### config.mk
export PLATFORM = sky130hd
export DESIGN_NAME = if_fetch_ctrl_flat
export DESIGN_NICKNAME = d
export VERILOG_FILES = /design/src/rtl/if_pkg.sv /design/src/rtl/if_fetch_ctrl_if.sv /design/src/rtl/if_prefetch_fifo.sv /design/src/rtl/if_fetch_ctrl.sv /design/src/flat_wrapper.sv
export SDC_FILE = /design/constraint.sdc
export NUM_CORES = 1
export LEC_CHECK = 0
export BUFFER_PORTS_ARGS = -buffer_cell sky130_fd_sc_hd__buf_4
export CORE_MARGIN = 10
export CORE_UTILIZATION = 30
export DETAILED_ROUTE_END_ITERATION = 10
export PLACE_DENSITY = 0.56
export SYNTH_ARGS = -nofsm -noshare
export SYNTH_HDL_FRONTEND = slang
export SYNTH_SLANG_ARGS = --single-unit
### constraint.sdc
create_clock -name clk -period 1.9 [get_ports clk]
set_clock_uncertainty 0.2 [all_clocks]
set_input_delay 0.19 -clock clk [delete_from_list [all_inputs] [get_ports clk]]
set_output_delay 0.19 -clock clk [all_outputs]
set_load 0.03 [all_outputs]
### src/rtl/if_pkg.sv
`default_nettype none
// ============================================================================
// Module  : if_pkg
// Brief   : Shared types and constants for the instruction-fetch block.
// Revision: 1.0
// ============================================================================
package if_pkg;

  localparam logic [31:0] NOP_INSN = 32'h0000_0013;

  typedef enum logic [1:0] {
    BOOT = 2'd0,
    RUN  = 2'd1,
    HALT = 2'd2
  } fetch_state_e;

  typedef struct packed {
    logic [31:0] inst;
    logic [31:0] pc;
  } fetch_entry_t;

endpackage
`default_nettype wire

### src/rtl/if_fetch_ctrl_if.sv
`default_nettype none
// ============================================================================
// Module  : if_fetch_ctrl_if
// Brief   : ROM read bus plus decode valid/ready handshake of the fetch unit.
// Revision: 1.0
// ============================================================================
interface if_fetch_ctrl_if #(
  parameter int ADDR_W = 8,
  parameter int XLEN   = 32
);
  logic [ADDR_W-1:0] rom_addr;
  logic [XLEN-1:0]   rom_data;
  logic              inst_valid;
  logic [XLEN-1:0]   inst;
  logic [XLEN-1:0]   inst_pc;
  logic              inst_ready;

  modport master (
    output rom_addr,
    input  rom_data,
    output inst_valid,
    output inst,
    output inst_pc,
    input  inst_ready
  );

  modport slave (
    input  rom_addr,
    output rom_data,
    input  inst_valid,
    input  inst,
    input  inst_pc,
    output inst_ready
  );
endinterface
`default_nettype wire

### src/rtl/if_prefetch_fifo.sv
`default_nettype none
// ============================================================================
// Module  : if_prefetch_fifo
// Brief   : Small prefetch FIFO with flush; head is read straight from storage.
// Revision: 1.0
// ============================================================================
module if_prefetch_fifo
  import if_pkg::*;
#(
  parameter int  DEPTH   = 2,
  parameter type ENTRY_T = fetch_entry_t
) (
  input  wire logic clk,
  input  wire logic rst_n,
  input  wire logic push,
  input  ENTRY_T    push_data,
  input  wire logic pop,
  input  wire logic flush,
  output logic      full,
  output logic      empty,
  output ENTRY_T    head
);

  localparam int PTR_W = $clog2(DEPTH);
  localparam int CNT_W = PTR_W + 1;

  ENTRY_T           r_mem [DEPTH];
  logic [PTR_W-1:0] r_wr_ptr;
  logic [PTR_W-1:0] r_rd_ptr;
  logic [CNT_W-1:0] r_count;
  logic             w_do_push;
  logic             w_do_pop;

  assign full      = (r_count == CNT_W'(DEPTH));
  assign empty     = (r_count == '0);
  assign w_do_pop  = pop & ~empty;
  // A full FIFO still accepts a push when the head leaves in the same cycle.
  assign w_do_push = push & (~full | w_do_pop);
  assign head      = r_mem[r_rd_ptr];

  always_ff @(posedge clk or negedge rst_n) begin
    if (!rst_n) begin
      r_wr_ptr <= '0;
      r_rd_ptr <= '0;
      r_count  <= '0;
      for (int i = 0; i < DEPTH; i++) r_mem[i] <= '0;
    end else if (flush) begin
      r_wr_ptr <= '0;
      r_rd_ptr <= '0;
      r_count  <= '0;
    end else begin
      if (w_do_push) begin
        r_mem[r_wr_ptr] <= push_data;
        r_wr_ptr        <= r_wr_ptr + PTR_W'(1);
      end
      if (w_do_pop) r_rd_ptr <= r_rd_ptr + PTR_W'(1);
      case ({w_do_push, w_do_pop})
        2'b10:   r_count <= r_count + CNT_W'(1);
        2'b01:   r_count <= r_count - CNT_W'(1);
        default: r_count <= r_count;
      endcase
    end
  end

endmodule
`default_nettype wire

### src/rtl/if_fetch_ctrl.sv
`default_nettype none
// ============================================================================
// Module  : if_fetch_ctrl
// Brief   : RV32I fetch sequencer: PC, ROM addressing, prefetch FIFO, redirects.
//           Optional perf counters enabled by defining IF_FETCH_PERF_EN.
// Revision: 1.0
// ============================================================================
module if_fetch_ctrl
  import if_pkg::*;
#(
  parameter int              ADDR_W     = 8,
  parameter int              XLEN       = 32,
  parameter logic [XLEN-1:0] RESET_PC   = 32'h0000_0000,
  parameter int              FIFO_DEPTH = 2
) (
  input  wire logic            clk,
  input  wire logic            rst_n,
  input  wire logic            fetch_en,
  if_fetch_ctrl_if.master      bus,
  input  wire logic            redirect_valid,
  input  wire logic [XLEN-1:0] redirect_pc,
  output logic                 err_misalign,
  output logic                 err_oob
`ifdef IF_FETCH_PERF_EN
  ,
  output logic [31:0]          perf_fetch_cnt,
  output logic [31:0]          perf_stall_cnt
`endif
);

  fetch_state_e    r_state;
  logic [XLEN-1:0] r_pc;
  logic            r_err_misalign;
  logic            r_err_oob;

  logic            w_full;
  logic            w_empty;
  logic            w_pop;
  logic            w_fetch;
  logic            w_oob;
  fetch_entry_t    w_push_data;
  fetch_entry_t    w_head;

  assign bus.rom_addr = r_pc[ADDR_W+1:2];
  assign w_oob        = |r_pc[XLEN-1:ADDR_W+2];

  // A redirect discards the head, so a concurrent handshake is not a pop.
  assign w_pop   = ~w_empty & bus.inst_ready & ~redirect_valid;
  assign w_fetch = (r_state == RUN) & ~redirect_valid & (~w_full | w_pop);

  assign w_push_data.inst = w_oob ? NOP_INSN : bus.rom_data;
  assign w_push_data.pc   = r_pc;

  if_prefetch_fifo #(
    .DEPTH   (FIFO_DEPTH),
    .ENTRY_T (fetch_entry_t)
  ) u_fifo (
    .clk       (clk),
    .rst_n     (rst_n),
    .push      (w_fetch),
    .push_data (w_push_data),
    .pop       (w_pop),
    .flush     (redirect_valid),
    .full      (w_full),
    .empty     (w_empty),
    .head      (w_head)
  );

  assign bus.inst_valid = ~w_empty;
  assign bus.inst       = w_head.inst;
  assign bus.inst_pc    = w_head.pc;
  assign err_misalign   = r_err_misalign;
  assign err_oob        = r_err_oob;

  always_ff @(posedge clk or negedge rst_n) begin
    if (!rst_n) begin
      r_state        <= BOOT;
      r_pc           <= RESET_PC;
      r_err_misalign <= 1'b0;
      r_err_oob      <= 1'b0;
    end else begin
      case (r_state)
        BOOT:    r_state <= fetch_en ? RUN : HALT;
        RUN:     if (!fetch_en) r_state <= HALT;
        HALT:    if (fetch_en)  r_state <= RUN;
        default: r_state <= BOOT;
      endcase
      if (redirect_valid) begin
        r_pc <= {redirect_pc[XLEN-1:2], 2'b00};
        if (|redirect_pc[1:0]) r_err_misalign <= 1'b1;
      end else if (w_fetch) begin
        r_pc <= r_pc + XLEN'(4);
        if (w_oob) r_err_oob <= 1'b1;
      end
    end
  end

`ifdef IF_FETCH_PERF_EN
  always_ff @(posedge clk or negedge rst_n) begin
    if (!rst_n) begin
      perf_fetch_cnt <= '0;
      perf_stall_cnt <= '0;
    end else begin
      if (w_fetch) perf_fetch_cnt <= perf_fetch_cnt + 32'd1;
      if ((r_state == RUN) && w_full && !w_pop) perf_stall_cnt <= perf_stall_cnt + 32'd1;
    end
  end
`endif

endmodule
`default_nettype wire

### src/flat_wrapper.sv
// flat-port wrapper written by rule: the top's interface ports become plain ports
module if_fetch_ctrl_flat import if_pkg::*;
#(
  parameter int              ADDR_W     = 8,
  parameter int              XLEN       = 32,
  parameter logic [XLEN-1:0] RESET_PC   = 32'h0000_0000,
  parameter int              FIFO_DEPTH = 2
)
  (clk, rst_n, fetch_en, redirect_valid, redirect_pc, err_misalign, err_oob, bus_rom_addr, bus_rom_data, bus_inst_valid, bus_inst, bus_inst_pc, bus_inst_ready);
  if_fetch_ctrl_if #(.ADDR_W(ADDR_W), .XLEN(XLEN)) bus_i ();
  input  wire logic clk;
  input  wire logic rst_n;
  input  wire logic fetch_en;
  input  wire logic redirect_valid;
  input  wire logic [XLEN-1:0] redirect_pc;
  output logic err_misalign;
  output logic err_oob;
  output wire logic [$bits(bus_i.rom_addr)-1:0] bus_rom_addr;
  input wire logic [$bits(bus_i.rom_data)-1:0] bus_rom_data;
  output wire logic [$bits(bus_i.inst_valid)-1:0] bus_inst_valid;
  output wire logic [$bits(bus_i.inst)-1:0] bus_inst;
  output wire logic [$bits(bus_i.inst_pc)-1:0] bus_inst_pc;
  input wire logic [$bits(bus_i.inst_ready)-1:0] bus_inst_ready;
  assign bus_rom_addr = bus_i.rom_addr;
  assign bus_i.rom_data = bus_rom_data;
  assign bus_inst_valid = bus_i.inst_valid;
  assign bus_inst = bus_i.inst;
  assign bus_inst_pc = bus_i.inst_pc;
  assign bus_i.inst_ready = bus_inst_ready;
  if_fetch_ctrl #(.ADDR_W(ADDR_W), .XLEN(XLEN), .RESET_PC(RESET_PC), .FIFO_DEPTH(FIFO_DEPTH)) u_core (.clk(clk), .rst_n(rst_n), .fetch_en(fetch_en), .bus(bus_i), .redirect_valid(redirect_valid), .redirect_pc(redirect_pc), .err_misalign(err_misalign), .err_oob(err_oob));
endmodule
; Yosys cells after proc, flatten, opt, wreduce, memory -nomap -nowiden
; Cells that the tools add are included.
[totals]
register_bits = 168
input_bits = 69
elab_cells = 71
[op_classes]
n_addsub = 5
order_cmp = 3
eq_ne = 7
mux = 19
bitwise = 13
n_reduce_logical = 13
[ops]
columns = operator, n
row1 = two-way mux 64 bit, 4
row2 = bitwise mux 128 bit, 1
row3 = two-way mux 32 bit, 3
row4 = demux 64 bit (select 1 bit), 1
row5 = adder 32 x 3 -> 32 bit (second input constant), 1
row6 = OR reduction 22 bit, 1
row7 = two-way mux 2 bit, 4
row8 = AND 1 bit, 6
row9 = == test 2 bit (second input constant), 3
row10 = one-hot mux 2 bit (3 select lines), 1
row11 = AND reduction 2 bit, 3
row12 = nonzero test 2 bit, 3
row13 = == test 2 x 1 -> 1 bit (second input constant), 2
row14 = >= comparator 2 bit (second input constant), 2
row15 = logical NOT 2 bit, 2
row16 = two-way mux 1 bit, 4
row17 = != test 2 bit (second input constant), 2
row18 = NOT 1 -> 2 bit, 2
row19 = one-hot mux 2 bit (2 select lines), 1
row20 = NOT 1 bit, 3
row21 = AND reduction 3 bit, 1
row22 = nonzero test 3 bit, 1
row23 = adder 1 bit (second input constant), 2
row24 = adder 2 x 1 -> 2 bit (second input constant), 1
row25 = other kinds (5), 6

; Longest topological paths before layout
; Gate-level depths: netlist (run 1).
[logic_depth]
word_depth = 10
depth_mapped = 8
ltp_nobuf = 6

; Hierarchy
; From an unflattened synthesis (run 1), not the netlist that was laid out.
[hier_totals]
cells_unflattened = 632
hier_area_um2 = 8222.9
[modules_own_cells]
columns = module, instances, cells_each, area_per_inst_um2
row1 = if_prefetch_fifo, 1, 365, 5914.4
row2 = if_fetch_ctrl, 1, 267, 2308.5

; Worst setup path after synthesis (run 1)
; OpenSTA, ideal clock, no wires.
[synth_path]
path_kind = register -> register
startpoint = reg u_core.r_pc[27]
endpoint = reg u_core.u_fifo.r_mem[101] (netlist name)
setup_time_ps = 83
arrival_ps = 1684
required_time_ps = 1617
path_slack_ps = -66
path_stages_with_launch = 6
cell_sequence = dfrtp_1 > or4_4 > nor4_4 > buf_6 > nand2_1 > o21ai_0
[synth_between]
elab_chain_cells = 3
[synth_lines]
columns = element, line_no
row1 = "start, declared", if_fetch_ctrl.sv:32  ; logic [XLEN-1:0] r_pc;
row2 = "start signal, assigned", if_fetch_ctrl.sv:89  ; r_pc <= {redirect_pc[XLEN-1:2], 2'b00};
row3 = "start signal, assigned", if_fetch_ctrl.sv:92  ; r_pc <= r_pc + XLEN'(4);
row4 = OR reduction 22 bit, if_fetch_ctrl.sv:45  ; assign w_oob = |r_pc[XLEN-1:ADDR_W+2];
row5 = two-way mux 32 bit, if_fetch_ctrl.sv:51  ; assign w_push_data.inst = w_oob ? NOP_INSN : bus.rom_data;
row6 = bitwise mux 128 bit, if_prefetch_fifo.sv:53  ; r_mem[r_wr_ptr] <= push_data;
row7 = "end signal, assigned by index", if_prefetch_fifo.sv:53
row8 = "end, declared", if_prefetch_fifo.sv:27  ; ENTRY_T r_mem [DEPTH];
; No other way between the ends.
; A chain may end at the register's enable or synchronous reset.

; Worst setup path after layout (run 1)
[layout_path]
startpoint = reg u_core.r_pc[19]
endpoint = reg u_core.r_err_oob (netlist: u_core.err_oob)
[layout_between]
elab_chain_cells = 2
[layout_lines]
columns = element, line_no
row1 = OR reduction 22 bit, if_fetch_ctrl.sv:45
row2 = AND reduction 3 bit (no line), n/a
row3 = "end signal, assigned", if_fetch_ctrl.sv:80  ; r_err_oob <= 1'b0;
row4 = "end signal, assigned", if_fetch_ctrl.sv:93  ; if (w_oob) r_err_oob <= 1'b1;
row5 = "end, declared", if_fetch_ctrl.sv:34  ; logic r_err_oob;
; No other way between the ends.

==> out/results.txt, run 1 <==
sky130_fd_sc_hd__dfrtp_1 is the most common cell in the netlist. For the largest voltage drop on the vdd net, the log shows 458 uV. For the leakage power of the design, the log shows 6.17 nW. Along the worst path, the maximum fanout reaches 8. The flow ran to the end, but the final reports show violations. Hold violation total from the final report: 0.

The clock tree root buffer cell was sky130_fd_sc_hd__clkbuf_16. For this run, design rule violations remaining after detail routing come to 0. Before antenna repair, the detailed router went through 4 iterations.

The critical path class was flip-flop to flip-flop. The total of warnings raised by yosys is 0. For the violation count after the first detailed-route iteration, the log shows 402. The number of vias per cell after detailed routing is 4.65, and the worst-case clock buffer depth is 2.

The setup TNS was -20.16 ns; the time the final worst path needs with I/O delays and setup was 2.13 ns. The final worst slack came out at -0.225 ns. TritonCTS built the clock tree. The logs give 67 for the pin count of the biggest net entering global routing and 32100 sq um for the die footprint. The standard cell with the maximum stage delay on the critical path is sky130_fd_sc_hd__dfrtp_1. In the synthesized netlist the dominant register cell turns out to be sky130_fd_sc_hd__dfrtp_1.

From synthesis to final layout, the design area changed by 70.4%. The overflow left after global routing was 0; the switching portion of total power was 0.297. Walking the worst path, the cells encountered are nor4_2, buf_4, nand4_1, nor4_4, buf_6, buf_16, buf_6, o41ai_2.

Ranked by total cell area, the synthesized netlist is headed by sky130_fd_sc_hd__dfrtp_1 53%, sky130_fd_sc_hd__mux2_2 17%, sky130_fd_sc_hd__nand2_1 7.1%, sky130_fd_sc_hd__o21ai_0 5.1%, sky130_fd_sc_hd__xnor2_1 2.9%. The floorplan has 58 rows. The via count of the first global-routing pass was 6424; the share of the clock period used by the worst path was 1.12.

The type of the most critical hold path was input pin to flip-flop. The congestion estimate from routability-driven global placement came to 0.769. Derived from the worst setup path, the maximum achievable clock frequency is 471 MHz.

In this run the power spent charging and discharging nets is 3.25 mW. During placement, the flow inserted port buffers numbering 141. In this run, CTS created clock tree buffers numbering 17. The logs give 0.393 for the portion of total power attributed to sequential cells and 0.42 ns for the clock network latency to the later pin of the worst-skew pair.

The maximum level of the CTS H-tree is 4, and the residual antenna-violating net count after detailed routing is 0. The part of the total power dissipated in combinational logic is 0.303, and the total chip power is 10.9 mW. For the endpoint required time on the critical path, the log shows 1.98 ns. Yosys mapped the design onto 42 distinct sky130hd cell types. The fraction of final layout cells sized beyond drive strength 1 works out to 0.500. The largest single stage delay on the critical path is 0.40 ns. The ratio of total power to cell area was 844 nW/um^2. The top-level I/O count came out at 144. Sorting the synthesized cells by how often they occur yields 162 x sky130_fd_sc_hd__dfrtp_1, 143 x sky130_fd_sc_hd__nand2_1, 115 x sky130_fd_sc_hd__mux2_2, 77 x sky130_fd_sc_hd__o21ai_0, 26 x sky130_fd_sc_hd__clkbuf_1. The wire length per cell was 18.3 um. The worst setup path is launched from a flip-flop. Setup violations remaining at the end of the flow were counted as 167. Final design utilization: 0.517. The sequential-to-total area share from yosys stat is 0.533.

Summing over every cut layer, the via total after detailed routing is 6278. The run gives 0.556 as the max-slew headroom at the worst pin. Setup repair after global routing could not meet its margin everywhere.

The first-pass GRT wire length is 35800 um. After synthesis, the mean cell area works out to 10.8 sq um. After technology mapping, the gate count stands at 704. At the pin with the least slew margin, the transition time is 0.666 ns.

The clock net sink count is 162, and the portion of synthesized cell area occupied by the leading cell type is 0.533. The number of flops mapped to enable cells by yosys was 0; the layout net count was 1076. The cell type with the highest aggregate area in the netlist was sky130_fd_sc_hd__dfrtp_1. The number of antenna violations at the first check in global routing was 0; the async set-or-reset flop fraction in the synthesized netlist was 1.00. The tools report the routed wire length as 24700 um.

The tightest hold path in the finished design has a slack of 0.0209 ns. The number of antenna diodes in the final layout is 0. The number of max-slew violations in the final report was 0. From left edge to right edge, the die measures 179 um.

Overall fraction of global-route tracks in use: 0.141. The checks that failed: negative setup slack. The logs give 0.304 for the portion of total power attributed to the clock network and 0.304 for the initial core utilization. Clock-pin slew was measured on the worst setup and hold paths at 0.07 ns.

The mapped netlist covers 7600 sq um. The placeable core area was 25000 sq um; the internal power of the cells was 7.69 mW. The tools report the nature of the critical path endpoint as a flip-flop. Data on the critical path arrives at its endpoint at 2.20 ns. The max-capacitance violation count is 0. Counting flops and latches in the post-synthesis netlist gives 162. The most common cell type on the critical path is sky130_fd_sc_hd__buf_6. Summed over all nets, the half-perimeter wirelength after detailed placement is 14500 um. The die height is 179 um.
==> critical path: cells and delay by family, from the launching register on <==
family	cells	cell delay, ns
flip-flops	1	0.40
buffers and inverters	4	0.63
AO/OA/AOI/OAI	1	0.06
AND/OR/NAND/NOR	3	0.69
==> final timing paths <==
check / from / end / slack [ns] / cells past startpoint
setup / recovery: u_core.r_pc[19]$_DFFE_PN0P_ / u_core.err_oob$_DFFE_PN0P_ / -0.23 / 8
hold / removal: bus_inst_ready / u_core.u_fifo.r_count[0]$_DFFE_PN0P_ / 0.02 / 4
setup reg to reg: u_core.r_pc[19]$_DFFE_PN0P_ / u_core.err_oob$_DFFE_PN0P_ / -0.23 / 8
hold reg to reg: u_core.u_fifo.r_mem[10]$_DFFE_PN0P_ / u_core.u_fifo.r_mem[10]$_DFFE_PN0P_ / 0.28 / 2
max in group asynchronous: rst_n / u_core.r_pc[18]$_DFFE_PN0P_ / 0.82 / 3
min in group asynchronous: rst_n / u_core.u_fifo.r_mem[115]$_DFFE_PN0P_ / 0.07 / 2
==> sequential cells by signal, indices dropped and copies added (netlist names) <==
signal                  count
u_core.u_fifo.r_mem       124
u_core.r_pc                30
u_core.r_state              2
u_core.u_fifo.r_count       2
u_core.err_misalign         1
u_core.err_oob              1
u_core.u_fifo.r_rd_ptr      1
u_core.u_fifo.r_wr_ptr      1
==> stage by stage <==
stage | instance area [sq um] | std cells | setup WS (ns)
CTS | 11800 | 1329 | -0.216
global placement | 9660 | 1205 | -0.226
global route | 12900 | 1349 | -0.357
finish | 12900 | 1349 | -0.225
floorplan | 7620 | 705 | -0.00119
detailed placement | 9660 | 1205 | -0.305
==> cells by family (layout without fill, tap and decap cells) <==
logic type	Yosys count	in the layout	share of synthesized area
compound gates	108	108	0.0728
other cells	1	2	0.000493
flops	162	162	0.533
buf+inv	65	379	0.0441
simple gates	220	220	0.140
xor+xnor	30	30	0.0346
fa+ha+maj	1	1	0.00165
mux	117	117	0.173
==> power by group through the flow <==
stage | Clock [mW] | Sequential (mW) | Combinational, mW
after floorplan | 0 | 4.23 | 1.47
after global placement | 0 | 4.26 | 2.42
final | 3.33 | 4.29 | 3.31
after global routing | 3.58 | 4.36 | 3.53
after detailed placement | 0 | 4.29 | 2.43
after CTS | 3.41 | 4.22 | 2.79
==> placed cells by master, fill, tap and decap left out, types with 5 or more instances in the layout <==
| master | instances |
|---|---|
| sky130_fd_sc_hd__inv_6 | 5 |
| sky130_fd_sc_hd__dfrtp_1 | 159 |
| sky130_fd_sc_hd__buf_16 | 6 |
| sky130_fd_sc_hd__nand2_1 | 125 |
| sky130_fd_sc_hd__o21ai_0 | 10 |
| sky130_fd_sc_hd__clkbuf_16 | 28 |
| sky130_fd_sc_hd__o21ai_1 | 75 |
| sky130_fd_sc_hd__buf_12 | 23 |
| sky130_fd_sc_hd__nand2_4 | 9 |
| sky130_fd_sc_hd__nor4_4 | 11 |
| sky130_fd_sc_hd__dlygate4sd3_1 | 67 |
| sky130_fd_sc_hd__buf_4 | 145 |
| sky130_fd_sc_hd__xor2_1 | 5 |
| sky130_fd_sc_hd__nor3_4 | 11 |
| sky130_fd_sc_hd__xnor2_1 | 23 |
| sky130_fd_sc_hd__nand2_2 | 7 |
| sky130_fd_sc_hd__nand4_1 | 7 |
| sky130_fd_sc_hd__nand3_1 | 5 |
| sky130_fd_sc_hd__inv_1 | 5 |
| sky130_fd_sc_hd__buf_6 | 85 |
| sky130_fd_sc_hd__o21ai_2 | 17 |
| sky130_fd_sc_hd__mux2_4 | 114 |
| sky130_fd_sc_hd__nor2_1 | 6 |
==> per-layer routing <==
| layer | vias to the layer above | track usage | routed length, um |
|---|---|---|---|
| met5 | - | 0 | 0 |
| met4 | 0 | 0.0379 | 334 |
| met3 | 19 | 0.0310 | 1020 |
| met2 | 124 | 0.229 | 12300 |
| met1 | 3113 | 0.185 | 11100 |
| li1 | 3022 | - | - |
==> layout make-up <==
cell class / instances / area, sq um
fill: 2182 / 12100
multi-input combinational: 478 / 4210
sequential: 162 / 4060
timing repair buffer: 341 / 3680
clock buffer: 18 / 439
tap: 330 / 413
clock inverter: 14 / 126
inverter: 6 / 22.5
==> what timing repair did <==
| item | in CTS | in global routing |
|---|---|---|
| pin swaps | 42 | 38 |
| gates cloned | 5 | 12 |
| hold endpoints to repair | 260 | 0 |
| buffers inserted | 21 | 12 |
| hold buffers | 67 | 0 |
| resized for setup | 190 | 219 |
| setup endpoints to repair | 210 | 207 |
(Power assumes the default switching activity.)
==> run 2: changes to the inputs <==
--- a/config.mk
+++ b/config.mk
@@ -8,7 +8,7 @@
 export BUFFER_PORTS_ARGS = -buffer_cell sky130_fd_sc_hd__buf_4
 export CORE_MARGIN = 10
-export CORE_UTILIZATION = 30
+export CORE_UTILIZATION = 45
 export DETAILED_ROUTE_END_ITERATION = 10
-export PLACE_DENSITY = 0.56
+export PLACE_DENSITY = 0.76
 export SYNTH_ARGS = -nofsm -noshare
 export SYNTH_HDL_FRONTEND = slang
==> constraint.sdc (replaced) <==
create_clock -name clk -period 1.9 [get_ports clk]
set_clock_uncertainty 0.2 [all_clocks]
set_input_delay 0 -clock clk [delete_from_list [all_inputs] [get_ports clk]]
set_output_delay 0 -clock clk [all_outputs]
set_load 0.03 [all_outputs]
==> run 2 against run 1 <==
  * The flow still finishes with violations (negative setup slack)
  * Clock power about the same
  * Highest routed layer unchanged
  * Sequential power about the same
  * Die area decreased by 30%
  * Global-route usage increased by 5.8 points
  * Largest cell class is now registers
  * Combinational power decreased by 20%
  * Worst setup slack got worse by 0.089 ns
  * Clock-buffer cell count unchanged
  * Flip-flop and latch count unchanged
  * Core utilization increased by 20 points
  * Sequential share of layout area increased by 2.8 points
==> out/results.txt, run 2 (synthesis results as in run 1) <==
The flow ran to the end, but the final reports show violations. The checks that failed: negative setup slack. STA puts the critical path data required time at 2.00 ns. The largest fanout on the critical path was 5; the pin count of the biggest net entering global routing was 67. The logs give 17 for the total clock buffers created by CTS and 0.199 for the overall fraction of global-route tracks in use. The residual antenna-violating net count after detailed routing is 0. In the final layout, the registers with the most flip-flops are u_core.u_fifo.r_mem (124), u_core.r_pc (30). The global routing usage on met3 was 0.0435. The wire length per cell is 19.5 um, and the remaining design rule violation count is 0. Dividing the detail-routed via count by the number of cells gives 5.34.

The share of the clock period used by the worst path was 1.17; the final design utilization was 0.716. The first global-routing pass estimated 35800 um of wire. Across the run, the number of max-cap violations was 0. Setup violations remaining at the end of the flow were counted as 77. The worst hold path passes through 3 cells. TritonCTS built the clock tree.

The run gives 667 uV as the largest voltage drop on the vdd net. The tools report the number of max-slew violations in the final report as 0. The number of cells traversed by the worst register-to-register path was 8; the placeable core area was 16600 sq um. The tools report the final estimated routing congestion in global placement as 0.819.

For this design the ratio of total power to cell area is 864 nW/um^2. For the routed wire length, the log shows 23800 um. The overall via count from detail_route is 6528.

Clock-pin slew was measured on the worst setup and hold paths at 0.07 ns. The clock net in this run drives a total of 162 sinks. For the global routing met2 resource utilization, the log shows 0.335. Time the final worst path needs with I/O delays and setup: 2.21 ns.

The met1 usage in global routing came out at 0.245. After global routing, the most crowded layer is met2. In this run the static leakage power is 5.71 nW.

The area added between synthesis and finish was 56.2%. The tools report the hold path startpoint as fetch_en. The top-level I/O count is 144. Detailed placement finished with a half-perimeter wire length of 13500 um. The run gives 0 as the number of antenna violations at the first check in global routing. The maximum level of the CTS H-tree is 4, and the count of input and output buffers is 141. For the worst-skew pair, the clock arrives at the later sink with an insertion delay of 0.43 ns. Terminating pin of the worst hold path: u_core.r_state[1]$_DFFE_PN0P_. The fraction of final layout cells sized beyond drive strength 1 works out to 0.508. Clock tree root buffer cell: sky130_fd_sc_hd__clkbuf_16. For the final worst slack, the log shows -0.315 ns. The critical path is of the flip-flop to flip-flop type. Initial core utilization: 0.458. The number of antenna diodes in the final layout is 0. STA classifies the critical path endpoint as a flip-flop. The library cell used most frequently in the layout, excluding fill and tap cells, is sky130_fd_sc_hd__buf_4.

Worst-case clock buffer depth: 2. The hold violation total from the final report is 0. The endpoint identified for the worst register-to-register timing path is u_core.u_fifo.r_mem[96]$_DFFE_PN0P_. The number of flip-flops under the largest register name works out to 124. The design draws 10.3 mW. Register with the highest flop count: u_core.u_fifo.r_mem. The logs give 6796 for the via count of the first global-routing pass and 1059 for the layout net count. The worst register-to-register path begins at u_core.r_pc[19]$_DFFE_PN0P_. The run gives 47 as the row count. The critical path arrival is 2.31 ns, and the die extent in x is 150 um. In the layout the commonest cells are 211 x sky130_fd_sc_hd__buf_4, 161 x sky130_fd_sc_hd__dfrtp_1, 117 x sky130_fd_sc_hd__nand2_1. The first routing iteration left 320 violations. Kind of start point of the critical path: a flip-flop. In this run the register-to-register setup slack is -0.31 ns. The die footprint is 22500 sq um, and the peak clock frequency supported by timing is 451 MHz. The overflow left after global routing was 0.

The die height came out at 150 um. The tightest min-delay check is of the input pin to flip-flop type. Before antenna repair, the detailed router went through 5 iterations. Setup repair after global routing could not meet its margin everywhere.
run 2: what timing repair did:
| action | 4_1_cts | 5_1_grt |
|---|---|---|
| hold buffers | 69 | 0 |
| cloned | 5 | 3 |
| setup buffers | 13 | 9 |
| resized for setup | 127 | 91 |
| setup endpoints to repair | 119 | 111 |
| pin swaps | 47 | 53 |
| endpoints found under the hold margin | 264 | 0 |
run 2: critical path, cell delays in order (launching register included):
cell                      delay [ns]
sky130_fd_sc_hd__dfrtp_1        0.43
sky130_fd_sc_hd__nor4_4         0.35
sky130_fd_sc_hd__buf_4          0.16
sky130_fd_sc_hd__nand4_1        0.14
sky130_fd_sc_hd__nor4_4         0.18
sky130_fd_sc_hd__buf_6          0.16
sky130_fd_sc_hd__buf_12         0.13
sky130_fd_sc_hd__nor2b_1        0.19
sky130_fd_sc_hd__o21ai_0        0.13
run 2: report_power, final:
part	switching (mW)	total (mW)	leakage (nW)	internal [mW]
clock network	1.48	3.34	0.283	1.86
registers	0.294	4.26	2.09	3.97
logic	1.36	2.65	3.34	1.29
total	3.14	10.3	5.71	7.12
run 2: how the worst max path moves through the flow:
stage | slack, ns | end | startpoint
after global routing | -0.45 | u_core.u_fifo.r_mem[96]$_DFFE_PN0P_ | u_core.r_pc[19]$_DFFE_PN0P_
after floorplan | -0.001 | u_core.u_fifo.r_mem[101]$_DFFE_PN0P_ | u_core.r_pc[17]$_DFFE_PN0P_
after global placement | -0.20 | u_core.u_fifo.r_mem[56]$_DFFE_PN0P_ | u_core.r_pc[10]$_DFFE_PN0P_
after CTS | -0.16 | u_core.u_fifo.r_mem[126]$_DFFE_PN0P_ | u_core.r_pc[28]$_DFFE_PN0P_
after detailed placement | -0.21 | u_core.u_fifo.r_mem[52]$_DFFE_PN0P_ | u_core.r_pc[10]$_DFFE_PN0P_
final | -0.31 | u_core.u_fifo.r_mem[96]$_DFFE_PN0P_ | u_core.r_pc[19]$_DFFE_PN0P_
run 2: metrics by stage:
stage | instances | setup WS, ns | setup TNS (ns) | instance area, sq um | hold WS [ns]
finish | 1222 | -0.315 | -15.59 | 11900 | 0.0627
global route | 1222 | -0.452 | -23.75 | 11900 | 0.0598
CTS | 1214 | -0.155 | -8.94 | 11400 | 0.0537
detailed placement | 1095 | -0.206 | -9.67 | 9560 | -0.265
global placement | 1095 | -0.195 | -10.49 | 9560 | -0.270
floorplan | 705 | -0.00119 | -0.00902 | 7620 | -0.496
run 2: routing by layer:
| layer | vias to the layer above | wire (um) |
|---|---|---|
| li1 | 3006 | - |
| met1 | 3262 | 9810 |
| met2 | 211 | 12100 |
| met3 | 49 | 1280 |
| met4 | 0 | 575 |
| met5 | - | 0 |
run 2: layout make-up:
class                      count  area (sq um)
clock buffer                  18           439
clock inverter                14           130
fill                        1042          4710
inverter                       6          22.5
multi-input combinational    479          3890
sequential                   162          4060
tap                          220           275
timing repair buffer         323          3060
